File: src/rtl/z_event_counter.sv
// Two-digit BCD counter of z rising edges with active-low 7-segment decode.
// Define Z_EVENT_COUNTER_SATURATE_EN to hold at 99 instead of wrapping to 00.
module z_event_counter (
   input  logic       clk,
   input  logic       reset,
   input  logic       z,
   input  logic       clear,
   input  logic       hold,
   output logic [3:0] count_ones,
   output logic [3:0] count_tens,
   output logic [6:0] hex0,
   output logic [6:0] hex1,
   output logic       event_pulse,
   output logic       wrap
);

   typedef enum logic {
      WAIT_HIGH = 1'b0,
      WAIT_LOW  = 1'b1
   } state_t;

   state_t state;
   state_t next_state;
   logic   z_q;
   logic   rise;

   always_ff @(posedge clk or negedge reset) begin
      if (!reset) begin
         state <= WAIT_HIGH;
         z_q   <= 1'b0;
      end else begin
         state <= next_state;
         z_q   <= z;
      end
   end

   // z_q always mirrors the state, so a rise is z high while the last sample was low
   always_comb begin
      next_state = state;
      rise       = 1'b0;
      case (state)
         WAIT_HIGH: begin
            if (z) begin
               next_state = WAIT_LOW;
               rise       = ~z_q;
            end
         end
         WAIT_LOW: begin
            if (!z) begin
               next_state = WAIT_HIGH;
            end
         end
      endcase
   end

`ifdef Z_EVENT_COUNTER_SATURATE_EN
   assign wrap = 1'b0;
`endif

   always_ff @(posedge clk or negedge reset) begin
      if (!reset) begin
         count_ones  <= 4'd0;
         count_tens  <= 4'd0;
         event_pulse <= 1'b0;
`ifndef Z_EVENT_COUNTER_SATURATE_EN
         wrap        <= 1'b0;
`endif
      end else begin
         event_pulse <= 1'b0;
`ifndef Z_EVENT_COUNTER_SATURATE_EN
         wrap        <= 1'b0;
`endif
         if (clear) begin
            count_ones <= 4'd0;
            count_tens <= 4'd0;
         end else if (!hold && rise) begin
            event_pulse <= 1'b1;
            if (count_ones != 4'd9) begin
               count_ones <= count_ones + 4'd1;
            end else if (count_tens != 4'd9) begin
               count_ones <= 4'd0;
               count_tens <= count_tens + 4'd1;
            end else begin
`ifndef Z_EVENT_COUNTER_SATURATE_EN
               count_ones <= 4'd0;
               count_tens <= 4'd0;
               wrap       <= 1'b1;
`endif
            end
         end
      end
   end

   // Segment order is {g,f,e,d,c,b,a}, active low; non-BCD codes blank the digit
   function automatic logic [6:0] seg7(input logic [3:0] digit);
      case (digit)
         4'd0:    seg7 = 7'b1000000;
         4'd1:    seg7 = 7'b1111001;
         4'd2:    seg7 = 7'b0100100;
         4'd3:    seg7 = 7'b0110000;
         4'd4:    seg7 = 7'b0011001;
         4'd5:    seg7 = 7'b0010010;
         4'd6:    seg7 = 7'b0000010;
         4'd7:    seg7 = 7'b1111000;
         4'd8:    seg7 = 7'b0000000;
         4'd9:    seg7 = 7'b0010000;
         default: seg7 = 7'b1111111;
      endcase
   endfunction

   assign hex0 = seg7(count_ones);
   assign hex1 = seg7(count_tens);

endmodule

File: config.mk
export PLATFORM = sky130hd
export DESIGN_NAME = z_event_counter
export DESIGN_NICKNAME = d
export VERILOG_FILES = /design/src/rtl/z_event_counter.sv
export SDC_FILE = /design/constraint.sdc
export NUM_CORES = 1
export LEC_CHECK = 0
export ABC_AREA = 1
export CORE_MARGIN = 2
export CORE_UTILIZATION = 48
export CTS_CLUSTER_DIAMETER = 30
export DETAILED_ROUTE_END_ITERATION = 12
export PLACE_DENSITY = 0.87
export SYNTH_ARGS = -nofsm -noshare
export SYNTH_HDL_FRONTEND = slang
export SYNTH_SLANG_ARGS = --single-unit
File: constraint.sdc
create_clock -name clk -period 3 [get_ports clk]
set_input_delay 0.3 -clock clk [delete_from_list [all_inputs] [get_ports clk]]
set_output_delay 0.3 -clock clk [all_outputs]
set_load 0.05 [all_outputs]
==> key figures <==
Yosys
  • Register area share after synthesis: 31.8%
  • Post-synthesis cell count: 114
  • Synth warn: 0
  • Syn Nets: 129
  • Synth unique cells: 21
  • Flops & latches, synth: 11
  • Mean Syn Cell Area: 7.58 um^2
  • Synthesized area: 865 um^2

Place
  • Hpwl dp: 1590 um
  • Port Buf Inserts: 28
  • Routability cong.: 0.984

Detailed routing
  • Via count: 841
  • Number of remaining DRC errors: 0
  • Post-DR vias/cell: roughly 5
  • Initial DRC count: 27
  • Wirelength per Cell: 11.6 um
  • Pre-antenna DRT Iters: 6
  • Final wirelength: 1970 um
  • Final ANT Viol Nets: 0

Pwr
  • Net switching power: a little under 0.09 mW
  • Switching Share: 28.5%
  • LEAKAGE: 0.581 nW
  • Pwr Total: 0.307 mW
  • Pint: approximately 0.22 mW
  • Logic pwr share: 17.3%
  • Flop pwr share: 49.4%
  • Power Density: about 260 nW/um^2
  • Worst vdd ir: 254 uV
  • Clock Power Share: 33.3%

STA
  • Worst-Margin Slew: 510 ps
  • Worst slew margin: between 60% and 70%
  • Slew Limit Fails: 0
  • Final Setup Violations: 0
  • Post-Route Skew: approximately 1.7 ps
  • RSZ-0062 raised after global routing: false
  • Highest clock rate: 0.382 GHz
  • Final hold vios: 0
  • Tcrit/Tclk final: 87.3%
  • Post-route setup TNS: 0 ps
  • Minimum clock period: 2620 ps

Worst setup path
  • Worst setup EP type: output pin
  • Worst path bufs/invs: 3
  • Nature of the critical path startpoint: register
  • Largest delay share family, worst path: buffers and inverters
  • Slowest cell on the critical path: clkdlybuf4s50_1
  • Most used cell, CP: inv_1
  • Crit-path max cell delay: 830 ps
  • Setup Crit Path Kind: reg -> out
  • CP cell instances: inv_1, ha_1, nand2_1, inv_1, o21ai_0, clkdlybuf4s50_1
  • WP data arrival: about 2300 ps
  • Crit-path max FO: 7
  • Worst endpoint required time: 2700 ps

CTS
  • Clk slew on worst S/H paths: 70 ps
  • Hold buffers post-CTS: 0
  • Post-cts resize count: 0
  • CTS tree: built
  • Num CTS Buffers: 3
  • Max H-tree Level: 1
  • CTS max path bufs: 2
  • CTS sink count: 11
  • CTS Root Cell: clkbuf_4
  • Post-CTS Setup Bufs: 0
  • Clk_lat worst skew: 270 ps

GRT
  • All-Layer GR Usage: a little over a fifth
  • Vias in the first global route: 750
  • Global route total overflow: 0
  • First-pass GRT wire length: 3290 um
  • Largest net degree at the start of global routing: 12
  • Number of antenna violations at the first check in global routing: 0

Status
  • Status: complete, no violations

Die
  • Core area: 1710 um^2
  • Initial core utilization: between 50% and 60%
  • Die area: 2160 um^2
  • Die H: 46.4 um
  • Die X: around 46 um
  • IO Pins: 29
  • # rows: 15

Cells and area
  • Antenna cells: 0
  • Layout cells sized above 1: under 10%
  • Area growth, synth to finish: 36.9%
  • Fin nets: between 150 and 200

Run
  • Maxcap violations: 0

Hold path
  • Hold Crit Class: in -> async
## area by class of cell
cell class	instances	area [um^2]
fill	132	524
clock buffer	4	26.3
timing repair buffer	28	280
tap	25	31.3
sequential	11	275
multi-input combinational	85	508
inverter	16	62.6
## path summary, 6_finish.rpt
| check | startpoint | endpoint | slack [ps] | depth (start not counted) |
|---|---|---|---|---|
| worst max-delay path | count_tens[0] | hex1[3] | 380 | 6 |
| worst min-delay path | reset | event_pulse | 350 | 1 |
| worst max register to register | count_ones[1] | count_tens[2] | 1510 | 7 |
| worst min register to register | state | wrap | 570 | 3 |
| max in group asynchronous | reset | count_ones[1] | 2310 | 1 |
| min in group clk | z | state | 530 | 1 |
## flip-flops by register name, summed over array words and instances, names as in the netlist
name / cells
wrap: 1
count_ones: 4
state: 1
event_pulse: 1
count_tens: 4
## per-layer routing
| layer | track usage (%) | wire length, um | vias to the layer above |
|---|---|---|---|
| met2 | 37.8 | 997 | 25 |
| met3 | 5.88 | 103 | 3 |
| met4 | 8.00 | 17 | 0 |
| li1 | - | - | 433 |
| met5 | 0 | 0 | - |
| met1 | 26.0 | 848 | 380 |
## cell families after synthesis
| kind of cell | after synthesis | share of synthesized area, % |
|---|---|---|
| AOI/OAI and AO/OA | 20 | 13.6 |
| and+or+nand+nor | 54 | 29.7 |
| buffers and inverters | 18 | 9.41 |
| DFF | 11 | 31.8 |
| xor gates and xnor gates | 1 | 1.01 |
| adders and majority gates | 10 | 14.5 |
## power groups by stage
stage / registers (mW) / logic (mW) / clock network, mW
after floorplan: 0.159 / 0.0270 / 0
after global placement: 0.154 / 0.0524 / 0
after detailed placement: 0.155 / 0.0536 / 0
after CTS: 0.152 / 0.0536 / 0.108
after global routing: 0.152 / 0.0577 / 0.111
final: 0.152 / 0.0533 / 0.102
## synthesized netlist by cell type, drive strengths merged
cell     n  area share (%)
xor2     1             1.0
o21ai   14             9.0
nand2   28              12
o211ai   2             1.7
buf      2             2.2
nand4    1            0.72
nor2    11             6.5
nand3   13             9.6
nor4     1            0.72
a21oi    2             1.2
a22oi    2             1.7
ha      10              14
inv     16             7.2
dfrtp   11              32
## through the flow
step	hold WS, ps	instance area (um^2)	utilization [%]	setup slack, ps	std cells
6_report	355	1180	69.3	382	169
5_1_grt	405	1180	69.3	249	169
4_1_cts	362	1180	69.3	380	169
3_5_place_dp	565	1160	67.8	692	165
3_3_place_gp	555	1160	67.8	701	165
2_1_floorplan	4.41	865	-	296	114
## layout by cell type (no fill, tap or decap), drive strengths merged
| master | n |
|---|---|
| nand2 | 28 |
| clkdlybuf4s50 | 28 |
| inv | 16 |
| o21ai | 14 |
| nand3 | 13 |
| dfrtp | 11 |
| nor2 | 11 |
| ha | 10 |
| clkbuf | 4 |
| o211ai | 2 |
| a22oi | 2 |
| a21oi | 2 |
| nor4 | 1 |
| xor2 | 1 |
| nand4 | 1 |
## worst register-to-register path, delay by kind of cell (launching register included)
| family | cells | cell delay [ps] |
|---|---|---|
| simple gates | 4 | 480 |
| flops | 1 | 450 |
| fa+ha+maj | 1 | 240 |
| buf+inv | 1 | 170 |
| compound gates | 1 | 50 |
Note: power is estimated with default switching activity, not from simulation.
